==> src/rtl/motor_ramp_sequencer_if.sv <==
// Command and drive bundle between the speed-command source and motor_ramp_sequencer.
// master = command source / observer, slave = the sequencer itself.
interface motor_ramp_sequencer_if;
   logic              run_req;
   logic              cmd_valid;
   logic signed [9:0] target_left;
   logic signed [9:0] target_right;
   logic              motor_on;
   logic [9:0]        speed_left;
   logic              dir_left;
   logic [9:0]        speed_right;
   logic              dir_right;
   logic              at_target;
   logic [1:0]        state_out;

   modport master (
      output run_req, cmd_valid, target_left, target_right,
      input  motor_on, speed_left, dir_left, speed_right, dir_right, at_target, state_out
   );

   modport slave (
      input  run_req, cmd_valid, target_left, target_right,
      output motor_on, speed_left, dir_left, speed_right, dir_right, at_target, state_out
   );
endinterface

==> src/rtl/motor_ramp_sequencer.sv <==
// Drives the left/right stepper drivers: enable, settle delay, acceleration-limited ramps.
// Define MOTOR_WATCHDOG_EN to zero the targets when commands stop arriving while in RUN.
module motor_ramp_sequencer #(
   parameter logic [9:0] MAX_SPEED     = 10'd400,
   parameter logic [9:0] ACCEL_STEP    = 10'd10,
   parameter int         RAMP_DIV      = 100000,
   parameter int         SETTLE_CYCLES = 1000000
`ifdef MOTOR_WATCHDOG_EN
   ,
   parameter int         WDOG_CYCLES   = 50000000
`endif
) (
   input logic                   clock,
   input logic                   reset,
   motor_ramp_sequencer_if.slave bus
);
   localparam int TW = (RAMP_DIV > 1) ? $clog2(RAMP_DIV) : 1;
   localparam int SW = $clog2(SETTLE_CYCLES + 1);
   localparam logic [TW-1:0] TICK_LAST   = TW'(RAMP_DIV - 1);
   localparam logic [SW-1:0] SETTLE_LOAD = SW'(SETTLE_CYCLES - 1);

   typedef enum logic [1:0] {IDLE = 2'd0, SETTLE = 2'd1, RUN = 2'd2, STOP = 2'd3} state_t;

   state_t          state_reg;
   logic            motor_on_reg;
   logic            at_target_reg;
   logic [TW-1:0]   tick_cnt_reg;
   logic [SW-1:0]   settle_cnt_reg;
   logic [1:0][9:0] target_reg;
   logic [1:0][9:0] speed_reg;
   logic [1:0][9:0] speed_next;
   logic [1:0]      dir_reg;
   logic [1:0]      dir_next;
   logic [1:0]      match;
   logic            tick;
   logic            zero_tgt;

   // Returns {dir, speed} after one ramp tick: decelerate, then flip, then approach magnitude.
   function automatic logic [10:0] ramp_step(input logic dir, input logic [9:0] spd,
                                             input logic des, input logic [9:0] mag);
      logic [10:0] res;
      logic [9:0]  d;
      if (dir != des && spd != 10'd0) begin
         d   = (spd < ACCEL_STEP) ? spd : ACCEL_STEP;
         res = {dir, spd - d};
      end else if (dir != des && mag != 10'd0) begin
         res = {des, spd};
      end else if (spd < mag) begin
         d   = ((mag - spd) < ACCEL_STEP) ? (mag - spd) : ACCEL_STEP;
         res = {dir, spd + d};
      end else begin
         d   = ((spd - mag) < ACCEL_STEP) ? (spd - mag) : ACCEL_STEP;
         res = {dir, spd - d};
      end
      return res;
   endfunction

`ifdef MOTOR_WATCHDOG_EN
   logic [31:0] wdog_cnt_reg;
   logic        wdog_flag_reg;
   assign zero_tgt = (state_reg == STOP) || wdog_flag_reg;
`else
   assign zero_tgt = (state_reg == STOP);
`endif

   assign tick = (tick_cnt_reg == TICK_LAST);

   genvar gi;
   for (gi = 0; gi < 2; gi++) begin : g_ch
      logic [9:0] abs_t;
      logic [9:0] mag;
      logic       des;
      assign abs_t = target_reg[gi][9] ? (~target_reg[gi] + 10'd1) : target_reg[gi];
      assign mag   = zero_tgt ? 10'd0 : ((abs_t > MAX_SPEED) ? MAX_SPEED : abs_t);
      assign des   = zero_tgt ? 1'b1 : ~target_reg[gi][9];
      assign {dir_next[gi], speed_next[gi]} = ramp_step(dir_reg[gi], speed_reg[gi], des, mag);
      // A zero magnitude never demands a direction, so either dir counts as matched.
      assign match[gi] = (speed_reg[gi] == mag) && ((dir_reg[gi] == des) || (mag == 10'd0));
   end

   always_ff @(posedge clock) begin
      if (reset) begin
         state_reg      <= IDLE;
         motor_on_reg   <= 1'b0;
         at_target_reg  <= 1'b0;
         tick_cnt_reg   <= '0;
         settle_cnt_reg <= '0;
         target_reg     <= '0;
         speed_reg      <= '0;
         dir_reg        <= 2'b11;
`ifdef MOTOR_WATCHDOG_EN
         wdog_cnt_reg   <= '0;
         wdog_flag_reg  <= 1'b0;
`endif
      end else begin
`ifdef MOTOR_WATCHDOG_EN
         if (bus.cmd_valid) begin
            target_reg    <= {bus.target_right, bus.target_left};
            wdog_cnt_reg  <= '0;
            wdog_flag_reg <= 1'b0;
         end else if (wdog_cnt_reg == 32'(WDOG_CYCLES)) begin
            target_reg    <= '0;
            wdog_flag_reg <= 1'b1;
         end else if (state_reg == RUN) begin
            wdog_cnt_reg  <= wdog_cnt_reg + 32'd1;
         end
`else
         if (bus.cmd_valid)
            target_reg <= {bus.target_right, bus.target_left};
`endif
         at_target_reg <= (state_reg == RUN) && (&match);

         if (state_reg == RUN || state_reg == STOP) begin
            tick_cnt_reg <= tick ? '0 : tick_cnt_reg + TW'(1);
            if (tick) begin
               speed_reg <= speed_next;
               dir_reg   <= dir_next;
            end
         end

         case (state_reg)
            IDLE: if (bus.run_req) begin
               state_reg      <= SETTLE;
               settle_cnt_reg <= SETTLE_LOAD;
               motor_on_reg   <= 1'b1;
            end
            SETTLE: if (!bus.run_req) begin
               state_reg    <= IDLE;
               motor_on_reg <= 1'b0;
            end else if (settle_cnt_reg == '0) begin
               state_reg    <= RUN;
               tick_cnt_reg <= '0;
            end else begin
               settle_cnt_reg <= settle_cnt_reg - SW'(1);
            end
            RUN: if (!bus.run_req)
               state_reg <= STOP;
            STOP: if (bus.run_req) begin
               state_reg <= RUN;
            end else if (speed_reg == '0) begin
               state_reg    <= IDLE;
               motor_on_reg <= 1'b0;
            end
            default: state_reg <= IDLE;
         endcase
      end
   end

   assign bus.motor_on    = motor_on_reg;
   assign bus.speed_left  = speed_reg[0];
   assign bus.dir_left    = dir_reg[0];
   assign bus.speed_right = speed_reg[1];
   assign bus.dir_right   = dir_reg[1];
   assign bus.at_target   = at_target_reg;
   assign bus.state_out   = state_reg;
endmodule
==> src/flat_wrapper.sv <==
// flat-port wrapper written by rule: the top's interface ports become plain ports
module motor_ramp_sequencer_flat 
#(
   parameter logic [9:0] MAX_SPEED     = 10'd400,
   parameter logic [9:0] ACCEL_STEP    = 10'd10,
   parameter int         RAMP_DIV      = 100000,
   parameter int         SETTLE_CYCLES = 1000000

)
  (clock, reset, bus_run_req, bus_cmd_valid, bus_target_left, bus_target_right, bus_motor_on, bus_speed_left, bus_dir_left, bus_speed_right, bus_dir_right, bus_at_target, bus_state_out);
  motor_ramp_sequencer_if bus_i ();
  input logic clock;
  input logic reset;
  input wire logic [$bits(bus_i.run_req)-1:0] bus_run_req;
  input wire logic [$bits(bus_i.cmd_valid)-1:0] bus_cmd_valid;
  input wire logic [$bits(bus_i.target_left)-1:0] bus_target_left;
  input wire logic [$bits(bus_i.target_right)-1:0] bus_target_right;
  output wire logic [$bits(bus_i.motor_on)-1:0] bus_motor_on;
  output wire logic [$bits(bus_i.speed_left)-1:0] bus_speed_left;
  output wire logic [$bits(bus_i.dir_left)-1:0] bus_dir_left;
  output wire logic [$bits(bus_i.speed_right)-1:0] bus_speed_right;
  output wire logic [$bits(bus_i.dir_right)-1:0] bus_dir_right;
  output wire logic [$bits(bus_i.at_target)-1:0] bus_at_target;
  output wire logic [$bits(bus_i.state_out)-1:0] bus_state_out;
  assign bus_i.run_req = bus_run_req;
  assign bus_i.cmd_valid = bus_cmd_valid;
  assign bus_i.target_left = bus_target_left;
  assign bus_i.target_right = bus_target_right;
  assign bus_motor_on = bus_i.motor_on;
  assign bus_speed_left = bus_i.speed_left;
  assign bus_dir_left = bus_i.dir_left;
  assign bus_speed_right = bus_i.speed_right;
  assign bus_dir_right = bus_i.dir_right;
  assign bus_at_target = bus_i.at_target;
  assign bus_state_out = bus_i.state_out;
  motor_ramp_sequencer #(.MAX_SPEED(MAX_SPEED), .ACCEL_STEP(ACCEL_STEP), .RAMP_DIV(RAMP_DIV), .SETTLE_CYCLES(SETTLE_CYCLES)) u_core (.clock(clock), .reset(reset), .bus(bus_i));
endmodule
==> config.mk <==
export PLATFORM = sky130hd
export DESIGN_NAME = motor_ramp_sequencer_flat
export DESIGN_NICKNAME = d
export VERILOG_FILES = /design/src/rtl/motor_ramp_sequencer_if.sv /design/src/rtl/motor_ramp_sequencer.sv /design/src/flat_wrapper.sv
export SDC_FILE = /design/constraint.sdc
export NUM_CORES = 1
export LEC_CHECK = 0
export BUFFER_PORTS_ARGS = -buffer_cell sky130_fd_sc_hd__buf_4
export CAP_MARGIN = 20
export CELL_PAD_IN_SITES_DETAIL_PLACEMENT = 1
export CELL_PAD_IN_SITES_GLOBAL_PLACEMENT = 1
export CORE_MARGIN = 4
export CORE_UTILIZATION = 30
export DETAILED_ROUTE_END_ITERATION = 8
export PLACE_DENSITY_LB_ADDON = 0.1
export SLEW_MARGIN = 20
export SYNTH_ARGS = -nofsm -noshare
export SYNTH_HDL_FRONTEND = slang
export SYNTH_SLANG_ARGS = --single-unit
==> constraint.sdc <==
create_clock -name clock -period 9.75 [get_ports clock]
set_input_delay 0.975 -clock clock [delete_from_list [all_inputs] [get_ports clock]]
set_output_delay 0.975 -clock clock [all_outputs]
set_load 0.1 [all_outputs]
After elaboration in Yosys (flattened, before gate mapping)
Index checks and enable logic that the tools add are counted.

storage, ports and cells
  flip-flop bits (word level) = 83
  input bits = 24
  output and inout port bits = 26
  word-level logic and storage cells = 132

operators by class
  $add $sub $neg = 14
  order comparisons = 10
  equal/unequal tests = 21
  multiplexer cells = 41
  bitwise gates (word level) = 6
  reductions and logical operators = 29

operators with widths
  cell                                                                            number
  10-bit two-way mux                                                              16
  17-bit two-way mux                                                              5
  10-bit subtractor                                                               8
  10-bit by 4-bit less-than comparator with 1-bit output (second input constant)  6
  20-bit two-way mux                                                              3
  20-bit logical NOT                                                              2
  20-bit one-hot mux with 2 select lines                                          1
  10-bit nonzero test                                                             4
  11-bit two-way mux                                                              2
  10-bit by 1-bit adder with 10-bit output (second input constant)                2
  10-bit adder                                                                    2
  10-bit equality test                                                            2
  10-bit by 9-bit > comparator with 1-bit output (second input constant)          2
  10-bit logical NOT                                                              2
  10-bit less-than comparator                                                     2
  10-bit inverter                                                                 2
  20-bit by 1-bit subtractor with 20-bit output (second input constant)           1
  17-bit by 1-bit adder with 17-bit output (second input constant)                1
  17-bit equality test (second input constant)                                    1
  4-bit AND reduction                                                             4
  2-bit inequality test (second input constant)                                   7
  2-bit two-way mux                                                               6
  2-bit one-hot mux with 4 select lines                                           1
  1-bit logical AND                                                               7
  17 further kinds                                                                32

Longest topological paths before layout
Gate-level depths: netlist of the first run.

  depth in word-level cells = 13
  depth in mapped cells = 35
  mapped depth without buffers = 35

Least setup slack after synthesis of the first run
No wires, ideal clock.

  path kind = reg-to-reg
  from = reg u_core.target_reg[0] (netlist name)
  to = reg u_core.speed_reg, in the netlist u_core.bus.speed_left[8]
  library setup time = 129 ps
  data arrival time = 6872 ps
  required time = 9621 ps
  setup slack = 2749 ps
  stages on the path, launching flop included = 36
  buffers on the path = 3
  period minus slack after synthesis = 7001 ps
  path through = dfxtp_1 -> inv_1 -> ha_1 -> or3b_1 -> clkbuf_1 -> nor4b_1 -> o211ai_1 -> a21oi_1 -> o211ai_1 -> nand2_1 -> nand3_1 -> or2_2 -> inv_1 -> ha_1 -> buf_6 -> a21o_1 -> a21oi_2 -> xnor2_1 -> or4b_1 -> or3_1 -> or4_4 -> buf_6 -> or2_2 -> ha_1 -> xnor2_1 -> a22oi_1 -> ha_1 -> nor2b_1 -> o21ai_0 -> nand2b_1 -> a21o_1 -> a21o_1 -> a31oi_1 -> xor2_1 -> o21a_1 -> o22ai_1

on the way
  word-level cells in the longest chain between the ends = 13
  elaborated cells on any way between the ends = 22
  those cells by class = add/sub (5); order compare (4); eq/ne (1); mux (8); bitwise (1); reduce/logical (3)

RTL lines
  what                                                                              line                                                    source
  from (decl)                                                                       motor_ramp_sequencer.sv:29                              logic [1:0][9:0] target_reg;
  from (signal assigned)                                                            motor_ramp_sequencer.sv:109                             target_reg <= {bus.target_right, bus.target_left};
  10-bit inverter                                                                   motor_ramp_sequencer.sv:73                              assign abs_t = target_reg[gi][9] ? (~target_reg[gi] + 10'd1) : target_reg[gi];
  10-bit by 1-bit adder with 10-bit output                                          motor_ramp_sequencer.sv:73
  10-bit two-way mux *                                                              motor_ramp_sequencer.sv:73
  10-bit by 9-bit > comparator with 1-bit output                                    motor_ramp_sequencer.sv:74                              assign mag = zero_tgt ? 10'd0 : ((abs_t > MAX_SPEED) ? MAX_SPEED : abs_t);
  10-bit two-way mux * (2 in series)                                                motor_ramp_sequencer.sv:74
  10-bit subtractor, on equally long branches                                       motor_ramp_sequencer.sv:52, motor_ramp_sequencer.sv:49
  10-bit by 4-bit less-than comparator with 1-bit output, on equally long branches  motor_ramp_sequencer.sv:52, motor_ramp_sequencer.sv:49
  10-bit two-way mux, on equally long branches                                      motor_ramp_sequencer.sv:52, motor_ramp_sequencer.sv:49
  10-bit subtractor / 10-bit adder (equally long branches)                          motor_ramp_sequencer.sv:53, motor_ramp_sequencer.sv:50
  10-bit two-way mux                                                                motor_ramp_sequencer.sv:48                              end else if (spd < mag) begin
  11-bit two-way mux                                                                motor_ramp_sequencer.sv:46                              end else if (dir != des && mag != 10'd0) begin
  10-bit two-way mux                                                                motor_ramp_sequencer.sv:43                              if (dir != des && spd != 10'd0) begin
  to (signal assigned)                                                              motor_ramp_sequencer.sv:116                             speed_reg <= speed_next;
  to (decl)                                                                         motor_ramp_sequencer.sv:30                              logic [1:0][9:0] speed_reg;

Every way passes the cells marked *; elsewhere a longest branch is shown, timed or not. The select of a mux whose other input is x is not followed.
A chain may end at the register's enable or synchronous reset.

Worst setup path in the final report of the first run
  from = reg u_core.target_reg[0] (netlist name)
  to = reg u_core.speed_reg, in the netlist u_core.bus.speed_left[9]

The elaborated chain is that of the path after synthesis.

==> reports/qor.csv, run 1 <==
metric,value,unit
ys_seq_elements,83,
synth_top_cell_area_share,21.1,%
drt-total-wl,26300,µm
num_io_pins,50,
cts_root_buffer,clkbuf_16,
multi_input_area,0.00581,mm²
critical-path-slowest-cell,or4_4,
switching_share,38.2,%
relSlewSlack,32.5,%
start_util,30.3,%
max-cap-violations,0,
worst-path-stages,31,
seqPwrFrac,33.4,%
power.density,125,mW/mm²
startpoint,u_core.target_reg[0],
required,10.01,ns
start_kind,flop,
ctsHoldBuffers,0,
pwr-share-comb,33.0,%
core,0.0260,mm²
ys.flop_type,dfxtp_1,
seq_area,0.00166,mm²
final_net_count,1165,
ant_nets,0,
hold_violations,0,
die_h,170,µm
die_area,0.0289,mm²
n_antenna_cell,0,
rsz0062_at_grt,no,
syn_to_final_growth,12.0,%
drt_pass1_iterations,4,
post-route-drc-count,0,
ctsLongestPathBuffers,2,
ir_worst_vdd,0.0710,mV
die_w,170,µm
clkSinkCount,83,
cpMostUsedCell,ha_1,
ff2ff_setup_slack,1.84,ns
setup-tns-final,0,ns
grt_first_pass_wirelength,42500,µm
hold-worst-slack,0.511,ns
postCtsSetupBuffers,0,
finalNonFillerCells,1409,
syn_area,0.00788,mm²
reg2reg_to,u_core.bus.speed_left[9],
vias,7555,
synth.distinct_cells,72,
place.gp.congestion,0.813,
power_switching,423,µW
finalInstanceArea,0.00882,mm²
placed_cells,1393,
yosysTopAreaCell,dfxtp_1,
ys_warn_count,0,
grt_pass1_vias,7690,
status,completed,
path_class,reg2reg,
wl_per_cell,18.7,µm
yosysSeqAreaShare,21.1,%
clkPwrFrac,33.7,%
grtUsageTotal,18.2,%
syn_area_per_cell,7.50,µm²
p_int,685,µW
clkTransAtPathRegs,0.09,ns
cts_tree,yes,
slowest_delay,0.58,ns
crit_buf_inv,2,
critPathMaxFanout,12,
r2r-start,u_core.target_reg[0],
cts_buffers,9,
finClkSkew,0.0136,ns
async_flop_share,0,%
overflow,0,
endpoint_kind,flop,
antenna_found_initial,0,
p_total,1.11,mW
rr_worst_depth,31,
synthTopCellsByArea,"dfxtp_1, ha_1, nor2_1, xnor2_1, mux2i_1",
synth_edf_count,0,
insertion_delay,0.37,ns
p_leak,3.58,nW
io_buffers,49,
layout-drive-gt1-share,9.87,%
min-delay-start,u_core.settle_cnt_reg[7],
hold_path.class,reg2reg,
max_freq,0.126,GHz
endpoint,u_core.bus.speed_left[9],
arrival,8.16,ns
fin_crit,7.91,ns
rows,59,
ctsResizeCount,0,
cpLargestDelayFamily,simple AND/OR/NAND/NOR gates,
netlist_instances,1051,
drv_slew,0,
htree_levels,3,
finalSetupViolCount,0,
finalCritPeriodShare,81.1,%
grt_max_degree,64,
drt_iter0_markers,449,
worst_slew_pin_slew,1.01,ns
dpl.hpwl,20200,µm
place_area,0.00851,mm²
num-fill-cells,3226,
avgViaCountPerCell,5.36,
==> routing by layer <==
layer / wire (µm) / up-vias / track usage, %
li1: - / 3790 / -
met1: 13700 / 3655 / 26.6
met2: 11700 / 87 / 28.7
met3: 576 / 23 / 2.56
met4: 330 / 0 / 3.61
met5: 0 / - / 0
==> cells by family (layout without fill, tap and decap cells) <==
kind of cell             Yosys count  in the layout  synth area share, %
AND/OR/NAND/NOR                  403            403                 26.3
AO/OA/AOI/OAI                    268            268                 21.8
buffers and inverters            109            129                 5.38
flip-flops                        83             83                 21.1
XOR/XNOR                          80             80                 8.89
adder cells (fa/ha/maj)           72             72                 12.0
multiplexers                      35             35                 4.44
other                              1              4               0.0476
==> synthesized netlist by cell type, types with 4 or more instances <==
cell	n
a21oi_1	68
clkbuf_1	41
nor2_1	118
nor4_1	16
o22ai_1	10
xnor2_1	50
or4_1	7
o211ai_1	6
or2_2	15
dfxtp_1	83
nor2b_1	19
a21o_1	23
buf_1	6
o41ai_1	7
xor2_1	30
o31ai_1	8
fa_1	6
a211oi_1	14
a31o_2	4
nand2b_1	20
and2_1	6
nor3b_1	4
nand2_1	80
or3_1	8
nand4_1	15
a31oi_1	13
ha_1	66
o21ai_0	64
inv_1	60
a22oi_1	5
mux2i_1	35
and3_1	10
nand3_1	26
o21a_1	8
a41oi_1	4
nor3_1	29
==> power by group through the flow <==
stage	registers [mW]	clock network [mW]	logic, mW
after global routing	0.372	0.399	0.409
after CTS	0.369	0.389	0.368
final	0.369	0.373	0.365
after global placement	0.377	0	0.366
after floorplan	0.373	0	0.280
after detailed placement	0.377	0	0.366
==> cell type report <==
type                       count  area share (%)
sequential                    83            18.8
multi-input combinational    862            65.9
inverter                      60            2.55
tap                          335            4.75
clock inverter                 7           0.922
timing repair buffer          53            4.51
clock buffer                   9            2.55
==> worst min path at each step <==
stage | to | cells past startpoint
global route | u_core.bus.motor_on | 2
finish | u_core.settle_cnt_reg[7] | 2
floorplan | u_core.settle_cnt_reg[2] | 2
global placement | u_core.settle_cnt_reg[7] | 2
CTS | u_core.settle_cnt_reg[7] | 2
detailed placement | u_core.settle_cnt_reg[7] | 2
==> placed cells by master (no fill, tap or decap), types with 23 or more instances in the layout <==
cell type / synthesis / layout
ha_1: 66 / 66
xnor2_1: 50 / 50
a21o_1: 23 / 23
a21oi_1: 68 / 68
mux2i_1: 35 / 35
dfxtp_1: 83 / 83
o21ai_0: 64 / 64
buf_4: 0 / 53
nor2_1: 118 / 118
nand2_1: 80 / 80
nand3_1: 26 / 26
nor3_1: 29 / 29
inv_1: 60 / 60
xor2_1: 30 / 30
==> stage by stage <==
step	setup slack [ns]	util, %
6_report	1.84	34.0
5_1_grt	1.13	34.0
4_1_cts	1.75	33.9
3_5_place_dp	1.79	32.8
3_3_place_gp	1.83	32.8
2_1_floorplan	2.75	-
==> worst reg2reg max path: cells and delay by family (launching register included) <==
kind	cells	cell delay (ns)
adders and majority gates	4	1.15
buffers and inverters	2	0.20
DFF	1	0.49
and+or+nand+nor	11	3.42
xor gates and xnor gates	1	0.18
AOI/OAI and AO/OA	13	2.34
No activity file was read; power rests on OpenSTA's default activity.
==> run 2: changes to the inputs <==
==> constraint.sdc (replaced) <==
create_clock -name clock -period 7.07 [get_ports clock]
set_input_delay 0.707 -clock clock [delete_from_list [all_inputs] [get_ports clock]]
set_output_delay 0.707 -clock clock [all_outputs]
set_load 0.1 [all_outputs]
==> reports/qor.csv, run 2 (same netlist as run 1, synthesis figures left out) <==
metric,value,unit
layout-drive-gt1-share,21.0,%
required,7.31,ns
ir_worst_vdd,0.0870,mV
final_common_cell,buf_4,
drv_slew,0,
endpoint_kind,flop,
layout_common_cells,"buf_4, nor2_1, dfxtp_1",
overflow,0,
finClkSkew,0.0101,ns
clkTransAtPathRegs,0.07,ns
grt_max_degree,64,
crit_buf_inv,3,
post-route-drc-count,0,
ctsHoldBuffers,0,
wl_met3,710,µm
status,completed,
critical-path-slowest-cell,or4_4,
wl_per_cell,18.0,µm
clkPwrFrac,30.9,%
max_freq,0.149,GHz
num_io_pins,50,
die_w,170,µm
power_switching,586,µW
seqPwrFrac,30.8,%
worst_slew_pin_slew,0.951,ns
hold_violations,0,
cts_buffers,9,
cpLargestDelayFamily,simple AND/OR/NAND/NOR gates,
vias,7849,
rows,59,
ctsLongestPathBuffers,2,
cts_tree,yes,
p_total,1.63,mW
num-fill-cells,3163,
syn_to_final_growth,23.4,%
n_antenna_cell,0,
core,0.0260,mm²
finalSetupViolCount,0,
ant_nets,0,
pwr-share-comb,38.3,%
seq_area,0.00166,mm²
path_class,reg2reg,
relSlewSlack,36.3,%
antenna_found_initial,0,
dpl.hpwl,20900,µm
io_buffers,49,
p_int,1.05,mW
setup-tns-final,0,ns
top_layer_used,met4,
dr_wl_met2,11900,µm
start_util,30.3,%
multi_input_area,0.00615,mm²
die_h,170,µm
drt_pass1_iterations,4,
finalCritPeriodShare,95.1,%
power.density,168,mW/mm²
slowest_delay,0.54,ns
final_net_count,1240,
place.gp.congestion,0.827,
arrival,6.97,ns
m1WireLength,13900,µm
p_leak,4.00,nW
grt_first_pass_wirelength,43200,µm
cpMostUsedCell,a21o_1,
insertion_delay,0.36,ns
fin_crit,6.73,ns
die_area,0.0289,mm²
clkSinkCount,83,
htree_levels,3,
grtUsageTotal,18.4,%
drt_iter0_markers,299,
hold_path.class,reg2reg,
switching_share,35.9,%
grt_pass1_vias,7908,
avgViaCountPerCell,5.29,
cts_root_buffer,clkbuf_16,
max-cap-violations,0,
start_kind,flop,
critPathMaxFanout,5,
drt-total-wl,26700,µm
run 2: cell types whose count changed in the layout (fill, tap and decap cells not counted), moves of 7 or more:
| cell | change |
|---|---|
| a21oi_2 | +7 |
| ha_1 | -8 |
| a21oi_1 | -8 |
| buf_4 | +74 |
| o21ai_0 | -7 |
run 2: what timing repair did:
item | CTS | global route
resized for setup | 3 | 78
setup endpoints to repair | 5 | 14
pin swaps | 0 | 30
buffers inserted | 0 | 8
cloned | 0 | 0
endpoints found under the hold margin | 0 | 0
run 2: layout make-up:
class / count / area share (%)
Clock buffer: 9 / 2.32
Clock inverter: 7 / 0.836
Inverter: 60 / 2.32
Multi-Input combinational cell: 862 / 63.2
Sequential cell: 83 / 17.1
Tap cell: 335 / 4.31
Timing Repair Buffer: 128 / 9.92
run 2: worst min-delay path, stage by stage (launching register included):
cell and delay (ns):
dfxtp_1 0.33, o21ai_0 0.07, a21oi_1 0.06
run 2: power groups by stage:
stage,logic (mW),clock network (mW),registers [mW]
after detailed placement,0.577,0,0.513
after floorplan,0.386,0,0.515
final,0.627,0.505,0.503
after global routing,0.698,0.540,0.506
after CTS,0.580,0.526,0.503
after global placement,0.572,0,0.513
run 2: final timing paths:
kind,from,to,slack (ns),cells after the start
worst min-delay path,u_core.bus.motor_on,u_core.bus.motor_on,0.50,2
worst max-delay path,u_core.target_reg[1],u_core.bus.speed_left[9],0.34,31
worst min register to register,u_core.bus.motor_on,u_core.bus.motor_on,0.50,2
worst max register to register,u_core.target_reg[1],u_core.bus.speed_left[9],0.34,31
run 2: layer usage:
metal	track usage, %	up-vias
li1	-	3940
met1	27.8	3798
met2	28.5	94
met3	1.74	17
met4	3.85	0
met5	0	-
run 2: per-stage QoR:
stage / setup slack (ns) / cell area, µm² / std cells / hold WS, ns / utilization [%]
global placement: 0.0578 / 9010 / 1460 / 0.486 / 34.7
global route: -0.0326 / 9730 / 1484 / 0.553 / 37.4
floorplan: 0.0694 / 7890 / 1054 / 0.471 / -
CTS: 0.000764 / 9330 / 1476 / 0.507 / 35.9
detailed placement: -0.0217 / 9010 / 1460 / 0.495 / 34.7
finish: 0.345 / 9730 / 1484 / 0.504 / 37.4
==> run 3: changes to the inputs <==
--- a/config.mk
+++ b/config.mk
@@ -10,7 +10,7 @@
 export CELL_PAD_IN_SITES_DETAIL_PLACEMENT = 1
 export CELL_PAD_IN_SITES_GLOBAL_PLACEMENT = 1
 export CORE_MARGIN = 4
-export CORE_UTILIZATION = 30
+export CORE_UTILIZATION = 42
 export DETAILED_ROUTE_END_ITERATION = 8
 export PLACE_DENSITY_LB_ADDON = 0.1
 export SLEW_MARGIN = 20
==> reports/qor.csv, run 3 (same netlist as run 1, synthesis figures left out) <==
metric,value,unit
status,completed,
relSlewSlack,23.8,%
grt.met3_usage,3.49,%
grt_pass1_vias,7959,
avgViaCountPerCell,5.78,
final_net_count,1229,
n_antenna_cell,0,
pre_cts_ws,-0.214,ns
rows,49,
clkTransAtPathRegs,0.08,ns
slowest_delay,0.58,ns
critical-path-slowest-cell,or4_4,
start_util,43.3,%
num_io_pins,50,
overflow,0,
grt_use_met1,32.7,%
syn_to_final_growth,20.0,%
crit_buf_inv,2,
required,7.28,ns
antenna_found_initial,1,
dpl.hpwl,19300,µm
power.density,170,mW/mm²
post-route-drc-count,0,
layout_common_cells,"nor2_1, buf_4, dfxtp_1",
layout-drive-gt1-share,19.1,%
io_buffers,49,
ant_nets,0,
die_w,145,µm
drt-total-wl,25200,µm
cpLargestDelayFamily,simple AND/OR/NAND/NOR gates,
hold_path.class,reg2reg,
path_class,reg2reg,
use_met2,38.4,%
vias,7904,
die_h,145,µm
finalSetupViolCount,0,
drt_pass1_iterations,5,
drt_iter0_markers,301,
hold_violations,0,
finClkSkew,0.0118,ns
cts_tree,yes,
cpMostUsedCell,a21o_1,
arrival,7.11,ns
finalInstanceArea,0.00946,mm²
setup-tns-final,0,ns
endpoint_kind,flop,
ctsHoldBuffers,0,
drv_slew,0,
htree_levels,3,
max_freq,0.145,GHz
worst_slew_pin_slew,1.14,ns
r2r-start,u_core.target_reg[1],
finalCritPeriodShare,97.6,%
core,0.0182,mm²
critPathMaxFanout,4,
place_area,0.00881,mm²
grtUsageTotal,23.3,%
cts_buffers,9,
grt_max_degree,64,
fin_ws,0.170,ns
cts_root_buffer,clkbuf_16,
fin_crit,6.90,ns
insertion_delay,0.36,ns
grt_first_pass_wirelength,40900,µm
startpoint,u_core.target_reg[1],
max-cap-violations,0,
wl_per_cell,18.5,µm
place.gp.congestion,0.927,
ir_worst_vdd,0.110,mV
start_kind,flop,
hold-worst-slack,0.517,ns
min-delay-start,u_core.settle_cnt_reg[7],
clkSinkCount,83,
grt.busiest_layer,met2,
die_area,0.0210,mm²
ctsLongestPathBuffers,2,
utilization,51.9,%
p_leak,3.94,nW
## run 3: path summary, 6_finish.rpt
kind	slack [ns]	endpoint	cells after the start
min	0.52	u_core.settle_cnt_reg[7]	2
max	0.17	u_core.bus.speed_left[8]	31
max reg2reg	0.17	u_core.bus.speed_left[8]	31
min reg2reg	0.52	u_core.settle_cnt_reg[7]	2
## run 3: final cells by class
class                           instances  area, µm²
Clock buffer                            9        225
Clock inverter                          7       81.3
Fill cell                            2292       8750
Inverter                               60        225
Multi-Input combinational cell        862       6070
Sequential cell                        83       1670
Tap cell                              229        287
Timing Repair Buffer                  117        895
## run 3: through the flow
stage          power [mW]  std cells
6_report             1.61       1367
3_3_place_gp         1.07       1344
4_1_cts              1.58       1361
5_1_grt              1.71       1367
2_1_floorplan       0.900       1054
3_5_place_dp         1.08       1344
## run 3: where the power goes
part	total [mW]	internal, mW	switching (mW)
Sequential	0.505	0.483	0.0217
Combinational	0.612	0.279	0.332
Clock	0.491	0.253	0.238
Total	1.61	1.02	0.592
## run 3: layer usage
metal,up-vias,routed length [µm]
met5,-,20
met4,2,299
met3,25,967
met2,110,11800
met1,3852,12100
li1,3915,-
## run 3: worst min-delay path, cell delays in order, from the launching register on
cell and delay [ns]:
dfxtp_1 0.33, o21ai_0 0.07, a21oi_1 0.06
## run 3: repair_timing
item / in CTS / in global routing
gates cloned: 0 / 0
resized for setup: 7 / 63
setup buffers: 1 / 6
pin swaps: 1 / 39
setup endpoints to repair: 3 / 11
